<file path="src/rtl/alu32_op_sequencer.sv">
// alu32_op_sequencer: command FIFO in front of a gate-level ALU. Each command is
// presented on registered ALU inputs, held for SETTLE cycles, then the ALU result
// is captured and returned over a valid/ready response handshake.
module alu32_op_sequencer #(
  parameter int unsigned WIDTH      = 32,
  parameter int unsigned FIFO_DEPTH = 4,
  parameter int unsigned SETTLE     = 2
) (
  input  logic                          clk,
  input  logic                          rst_n,
  input  logic                          cmd_valid,
  output logic                          cmd_ready,
  input  logic [2:0]                    cmd_op,
  input  logic [WIDTH-1:0]              cmd_a,
  input  logic [WIDTH-1:0]              cmd_b,
  input  logic                          cmd_ci,
  output logic [WIDTH-1:0]              alu_in1,
  output logic [WIDTH-1:0]              alu_in2,
  output logic                          alu_ci,
  output logic [2:0]                    alu_a,
  input  logic [WIDTH-1:0]              alu_out,
  input  logic                          alu_co,
  output logic                          rsp_valid,
  input  logic                          rsp_ready,
  output logic [WIDTH-1:0]              rsp_result,
  output logic                          rsp_co,
  output logic                          rsp_zero,
  output logic [2:0]                    rsp_op,
  output logic                          busy,
  output logic [$clog2(FIFO_DEPTH):0]   fifo_count
);

  localparam int unsigned AW = $clog2(FIFO_DEPTH);
  localparam int unsigned CW = (SETTLE > 1) ? $clog2(SETTLE) : 1;

  typedef struct packed {
    logic [2:0]       op;
    logic [WIDTH-1:0] a;
    logic [WIDTH-1:0] b;
    logic             ci;
  } cmd_t;

  typedef enum logic [1:0] {ST_IDLE, ST_DRIVE, ST_RESP} state_t;

  cmd_t            r_mem [FIFO_DEPTH];
  logic [AW-1:0]   r_wr_ptr;
  logic [AW-1:0]   r_rd_ptr;
  logic [AW:0]     r_count;

  state_t          r_state;
  logic [CW-1:0]   r_cnt;
  logic [WIDTH-1:0] r_alu_in1;
  logic [WIDTH-1:0] r_alu_in2;
  logic            r_alu_ci;
  logic [2:0]      r_alu_a;
  logic            r_rsp_valid;
  logic [WIDTH-1:0] r_rsp_result;
  logic            r_rsp_co;
  logic            r_rsp_zero;
  logic [2:0]      r_rsp_op;

  logic            w_full;
  logic            w_empty;
  logic            w_push;
  logic            w_pop;
  cmd_t            w_head;

  assign w_full  = (r_count == (AW+1)'(FIFO_DEPTH));
  assign w_empty = (r_count == '0);
  // cmd_ready depends only on registered occupancy, so a same-cycle pop never frees a full FIFO
  assign w_push  = cmd_valid && !w_full;
  assign w_pop   = !w_empty && ((r_state == ST_IDLE) ||
                                ((r_state == ST_RESP) && rsp_ready));
  assign w_head  = r_mem[r_rd_ptr];

  // FIFO storage write; contents need no reset because occupancy gates every read
  always_ff @(posedge clk) begin
    if (w_push) begin
      r_mem[r_wr_ptr] <= '{op: cmd_op, a: cmd_a, b: cmd_b, ci: cmd_ci};
    end
  end

  // FIFO pointers and occupancy count
  always_ff @(posedge clk or negedge rst_n) begin
    if (!rst_n) begin
      r_wr_ptr <= '0;
      r_rd_ptr <= '0;
      r_count  <= '0;
    end else begin
      if (w_push) r_wr_ptr <= r_wr_ptr + AW'(1);
      if (w_pop)  r_rd_ptr <= r_rd_ptr + AW'(1);
      case ({w_push, w_pop})
        2'b10:   r_count <= r_count + (AW+1)'(1);
        2'b01:   r_count <= r_count - (AW+1)'(1);
        default: r_count <= r_count;
      endcase
    end
  end

  // Sequencer FSM: load ALU inputs, wait for settle, capture and hand back the response
  always_ff @(posedge clk or negedge rst_n) begin
    if (!rst_n) begin
      r_state      <= ST_IDLE;
      r_cnt        <= '0;
      r_alu_in1    <= '0;
      r_alu_in2    <= '0;
      r_alu_ci     <= 1'b0;
      r_alu_a      <= '0;
      r_rsp_valid  <= 1'b0;
      r_rsp_result <= '0;
      r_rsp_co     <= 1'b0;
      r_rsp_zero   <= 1'b0;
      r_rsp_op     <= '0;
    end else begin
      case (r_state)
        ST_IDLE: begin
          if (w_pop) begin
            r_alu_in1 <= w_head.a;
            r_alu_in2 <= w_head.b;
            r_alu_ci  <= w_head.ci;
            r_alu_a   <= w_head.op;
            r_cnt     <= CW'(SETTLE - 1);
            r_state   <= ST_DRIVE;
          end
        end
        ST_DRIVE: begin
          if (r_cnt != '0) begin
            r_cnt <= r_cnt - CW'(1);
          end else begin
            r_rsp_result <= alu_out;
            r_rsp_co     <= alu_co;
            r_rsp_zero   <= (alu_out == '0);
            r_rsp_op     <= r_alu_a;
            r_rsp_valid  <= 1'b1;
            r_state      <= ST_RESP;
          end
        end
        ST_RESP: begin
          if (rsp_ready) begin
            r_rsp_valid <= 1'b0;
            // back-to-back: next command loads on the same edge the response is taken
            if (w_pop) begin
              r_alu_in1 <= w_head.a;
              r_alu_in2 <= w_head.b;
              r_alu_ci  <= w_head.ci;
              r_alu_a   <= w_head.op;
              r_cnt     <= CW'(SETTLE - 1);
              r_state   <= ST_DRIVE;
            end else begin
              r_state <= ST_IDLE;
            end
          end
        end
        default: r_state <= ST_IDLE;
      endcase
    end
  end

  assign cmd_ready  = !w_full;
  assign alu_in1    = r_alu_in1;
  assign alu_in2    = r_alu_in2;
  assign alu_ci     = r_alu_ci;
  assign alu_a      = r_alu_a;
  assign rsp_valid  = r_rsp_valid;
  assign rsp_result = r_rsp_result;
  assign rsp_co     = r_rsp_co;
  assign rsp_zero   = r_rsp_zero;
  assign rsp_op     = r_rsp_op;
  assign busy       = (r_state != ST_IDLE) || !w_empty;
  assign fifo_count = r_count;

endmodule

</file>
<file path="config.mk">
export PLATFORM = sky130hd
export DESIGN_NAME = alu32_op_sequencer
export DESIGN_NICKNAME = d
export VERILOG_FILES = /design/src/rtl/alu32_op_sequencer.sv
export SDC_FILE = /design/constraint.sdc
export NUM_CORES = 1
export LEC_CHECK = 0
export ABC_AREA = 0
export BUFFER_PORTS_ARGS = -buffer_cell sky130_fd_sc_hd__buf_2
export CAP_MARGIN = 20
export CORE_UTILIZATION = 30
export CTS_CLUSTER_SIZE = 20
export DETAILED_ROUTE_END_ITERATION = 12
export PLACE_DENSITY = 0.48
export SETUP_SLACK_MARGIN = 0.4
export SLEW_MARGIN = 20
export SYNTH_ARGS = -nofsm -noshare
export SYNTH_HDL_FRONTEND = slang
export SYNTH_SLANG_ARGS = --single-unit
</file>
<file path="constraint.sdc">
create_clock -name clk -period 6.6 [get_ports clk]
set_input_delay 0.99 -clock clk [delete_from_list [all_inputs] [get_ports clk]]
set_output_delay 0.99 -clock clk [all_outputs]
set_load 0.05 [all_outputs]
</file>
# Yosys cells after proc, flatten, opt, wreduce, memory -nomap -nowiden
# Memories as Yosys holds them, arrays and structs flattened.
# Index checks and enable logic that the tools add are counted.
[word_totals] ramBits=272 regBits=116 rom_bits=0 latchBits=0 memories=1 in_bits=105 out_inout_bits=111
[op_classes] shifts=0 mux=27 add_sub_neg=5 n_eq_ne=8 div=0 bitwise_logic=1 order_cmp=0 n_reduce_logical=20 n_mul=0
[mem_list] memory="r_mem" words=4 word_bits=68 rd=1 rd_clocked_by_memory_dff=0 write_ports=1 line="45" text="cmd_t r_mem [FIFO_DEPTH];"
[ops] op="32-bit two-way mux" count=4
[ops] op="32-bit case mux with 2 select lines" count=2
[ops] op="32-bit zero test" count=1
[ops] op="3-bit case mux with 2 select lines" count=2
[ops] op="1-bit two-way mux" count=10
[ops] op="2-bit nonzero test" count=4
[ops] op="2-bit two-way mux" count=3
[ops] op="3-bit two-way mux" count=2
[ops] op="2-bit != test, second input constant" count=3
[ops] op="2-bit case mux with 3 select lines" count=1
[ops] op="2-bit AND reduction" count=3
[ops] op="3-bit AND reduction" count=2
[ops] op="2-bit by 1-bit adder with 2-bit output, second input constant" count=2
[ops] op="2-bit by 1-bit == test with 1-bit output, second input constant" count=2
[ops] op="2-bit == test, second input constant" count=2
[ops] op="1-bit case mux with 2 select lines" count=2
[ops] op="3-bit by 1-bit adder with 3-bit output, second input constant" count=1
[ops] op="3-bit == test, second input constant" count=1
[ops] op="1-bit logical AND" count=3
[ops] op="3-bit zero test" count=1
[ops] op="1-bit case mux with 3 select lines" count=1
[ops] op="3-bit nonzero test" count=1
[ops] op="3-bit by 1-bit subtractor with 3-bit output, second input constant" count=1
[ops] op="1-bit zero test" count=2
[ops] op="other kinds (4)" count=5

# Longest topological paths before layout
[depth] ltp_word=7 mapped_depth=9 ltp_nobuf=9

# Worst setup path before layout
# OpenSTA, ideal clock, no wires.
[synth_timing] path_kind="reg-to-reg" startpoint="register r_count[0], in the netlist fifo_count[0]" endpoint="memory r_mem[0][0] (netlist name) (enable)" synth_period_minus_slack_ns=3.374 setup_slack_ns=3.226 required_ns=6.166 stages_incl_launch_ff=3 arrival_ns=2.940 n_path_buf=0 cell_sequence="dfrtp_1 > or3b_1 > and3_1"
[synth_via] elab_chain_cells=5
[synth_lines] element="from (decl)" line="48" text="logic [AW:0] r_count;"
[synth_lines] element="from (signal assigned)" line="93" text="2'b10: r_count <= r_count + (AW+1)'(1);"
[synth_lines] element="from (signal assigned)" line="94" text="2'b01: r_count <= r_count - (AW+1)'(1);"
[synth_lines] element="from (signal assigned)" line="95" text="default: r_count <= r_count;"
[synth_lines] element="3-bit == test" line="68" text="assign w_full = (r_count == (AW+1)'(FIFO_DEPTH));"
[synth_lines] element="1-bit zero test"
[synth_lines] element="named net cmd_ready" line="12" text="output logic cmd_ready,"
[synth_lines] element="1-bit logical AND" line="71" text="assign w_push = cmd_valid && !w_full;"
[synth_lines] element="1-bit two-way mux" line="78" text="if (w_push) begin"
[synth_lines] element="1-bit two-way mux (implied by the code)" line="79" text="r_mem[r_wr_ptr] <= '{op: cmd_op, a: cmd_a, b: cmd_b, ci: cmd_ci};"
[synth_lines] element="to (decl)" line="45"
# The timed path passes the listed nets, and every way through them passes these cells.

# Worst setup path in the final report
[layout_timing] startpoint="register r_count[1], in the netlist fifo_count[1]" endpoint="output busy"
[layout_via] elab_chain_cells=3
[layout_lines] element="3-bit zero test" line="69" text="assign w_empty = (r_count == '0);"
[layout_lines] element="1-bit zero test" line="169" text="assign busy = (r_state != ST_IDLE) || !w_empty;"
[layout_lines] element="1-bit logical OR" line="169"
[layout_lines] element="to (decl)" line="29" text="output logic busy,"
# No other way between the ends.

==> qor.csv <==
stage;metric;value;unit
status;outcome;completed;
timing;Fin. Hold Viols;0;
clock_tree;clock-pin slew on the worst setup and hold paths;0.06;ns
die;cell row count;79;
clock_tree;PostCTS Resize Cnt;0;
setup_path;WP data arrival;1.87;ns
die;Die X;221;um
logic_synthesis;Synth Register Bits;388;
setup_path;Worst EP required;5.61;ns
detailed_routing;DR WL/cell;20.3;um
clock_tree;CTS tree;done;
place;port buffer count;215;
detailed_routing;via count;6989;
detailed_routing;final routed DRC violation total;0;
setup_path;worst flop-to-flop path endpoint;alu_in2[17];
die;Core Region;47000;um2
layout;n_diodes;0;
worst_hold_path;HP Class;register to register;
detailed_routing;DRT Pass-1 Iters;5;
timing;period utilization;43.4;%
grt;Overflow after GRT;0;
timing;WHS;0.474;ns
logic_synthesis;yosys warns;0;
logic_synthesis;top_reg_cell synth;edfxtp_1;
flow_run;max_cap viols;0;
timing;Final Critical Period;2.86;ns
setup_path;critical path class;register to primary output;
logic_synthesis;Synth cell types;32;
layout;multi-input logic area;3150;um2
setup_path;reg2reg start;r_rd_ptr[0];
layout;commonest non-fill, non-tap cell in the layout;edfxtp_1;
detailed_routing;Initial DRC Count;374;
logic_synthesis;Post-synth EDFFs;272;
setup_path;CP max stage delay;0.53;ns
layout;P&R area growth vs syn;22.3;%
grt;first-pass GRT wire length;47500;um
die;Initial Util;30.7;%
timing;RSZ-0062 raised after global routing;no;
timing;Slew Limit Fails;0;
grt;Total GRT Usage;12.9;%
timing;Clock Skews;0.0134;ns
logic_synthesis;Async SR Flop Fraction;29.9;%
setup_path;cells along the critical path;nor3_1, nand2_1, buf_2;
logic_synthesis;syn nets;756;
die;# IOs;216;
clock_tree;later-pin clock latency in the skew report;0.55;ns
setup_path;Worst Path Max Fanout;5;
timing;Peak Freq;349;MHz
grt;initial antenna violation count;3;
place;DP HPWL;17800;um
logic_synthesis;mapped cell area;14400;um2
grt;largest net degree at the start of global routing;68;
timing;Setup-failing EPs final;0;
clock_tree;TritonCTS buffer count;43;
setup_path;worst reg2reg path depth;3;
power_and_ir_drop;power density over cell area;558;nW/um2
logic_synthesis;Post-Syn Instances;645;
detailed_routing;DRT antenna net count;0;
logic_synthesis;sequential share of the synthesized area;76.8;%
clock_tree;CTS sink cnt;388;
layout;Final Util;37.5;%
clock_tree;# H-tree levels;2;
worst_hold_path;Min-Delay Endpoint;rsp_zero;
clock_tree;CTS Hold Buffers Added;0;
place;GPL Wtd Cong;0.682;
layout;Fillers;4293;
clock_tree;Root Buffer;clkbuf_16;
detailed_routing;final WL;31000;um
power_and_ir_drop;leakage;6.53;nW
timing;Worst-Margin Slew;0.799;ns
layout;ratio of cells with drive above 1 in the final layout;51.0;%
worst_hold_path;hold path depth;2;
detailed_routing;Vias/cell;4.58;
setup_path;critical path's slowest cell;nor3_1;
setup_path;Startpoint Class;register;
setup_path;R2R setup slack;3.87;ns
die;Die Area;48900;um2
grt;number of global-route vias before repair;7656;
logic_synthesis;Avg Synthesized Cell Area;22.3;um2
timing;Fin Setup TNS;0;ns
timing;relative slew slack;46.7;%
clock_tree;post-CTS setup buffer count;0;
die;Die Ht;221;um
worst_hold_path;min-delay src;rsp_zero;
layout;most frequent cells in the layout;edfxtp_1 (272), buf_2 (214), dfrtp_1 (114);
power_and_ir_drop;VDD IR max;0.257;mV
layout;Final nets;997;
clock_tree;Clock Path Buffers;3;
setup_path;Critical Path End Type;primary output;
layout;register area;11100;um2
## power breakdown
part / switching [mW] / leakage (nW) / internal [mW]
logic: 2.27 / 1.97 / 1.32
clock network: 0.954 / 0.716 / 1.52
registers: 0.396 / 3.85 / 3.38
## logic make-up after synthesis
| kind of cell | share of synthesized area, % |
|---|---|
| adder cells (fa/ha/maj) | 0.573 |
| AO/OA/AOI/OAI | 0.330 |
| buffers and inverters | 1.50 |
| AND/OR/NAND/NOR | 1.26 |
| XOR/XNOR | 0.365 |
| flip-flops | 76.8 |
| multiplexers | 19.2 |
## cells in the mapped netlist (5+ instances only)
master	n	share of area, %
buf_2	11	0.38
buf_6	8	0.63
clkbuf_1	7	0.18
dfrtp_1	116	20
edfxtp_1	272	57
ha_1	5	0.43
inv_1	8	0.21
mux2_2	92	7.2
mux2_4	13	1.4
mux4_2	68	11
nor4_1	8	0.35
## final cells by class
| type | count | area share, % |
|---|---|---|
| Clock buffer | 59 | 6.86 |
| Clock inverter | 20 | 1.45 |
| Inverter | 8 | 0.170 |
| Multi-Input combinational cell | 221 | 17.9 |
| Sequential cell | 388 | 62.8 |
| Tap cell | 607 | 4.31 |
| Timing Repair Buffer | 224 | 6.52 |
## how the worst max path moves through the flow
stage / start / to / slack, ns / cells after the start
after floorplan: fifo_count[0] / r_mem[0][0] / 3.23 / 2
after global placement: rsp_ready / alu_in2[10] / 3.50 / 6
after detailed placement: rsp_ready / alu_in2[11] / 3.50 / 6
after CTS: fifo_count[1] / busy / 3.62 / 3
after global routing: fifo_count[0] / busy / 3.54 / 3
final: fifo_count[1] / busy / 3.74 / 3
## critical path, delay by kind of cell (launching register included)
family / cells / cell delay (ns)
buf+inv: 1 / 0.25
flops: 1 / 0.42
simple gates: 2 / 0.65
## metal layers
layer | track usage (%) | wire (um)
met3 | 3.44 | 1800
met1 | 16.3 | 13400
met2 | 21.3 | 15100
met5 | 0 | 35
met4 | 4.56 | 646
## per-stage QoR
step,instances,setup slack (ns),total power [mW],area (um2)
4_1_cts,1527,3.62,10.0,17600
2_1_floorplan,645,3.23,6.58,14400
5_1_grt,1527,3.54,10.3,17600
3_3_place_gp,1448,3.50,7.47,16200
6_report,1527,3.74,9.83,17600
3_5_place_dp,1448,3.50,7.50,16200
## registers in the layout (all words and copies together) (netlist names), 3 cells and up
name / count
alu_a: 3
alu_in2: 32
alu_in1: 32
rsp_op: 3
rsp_result: 32
fifo_count: 3
r_mem: 272
(Power assumes the default switching activity.)
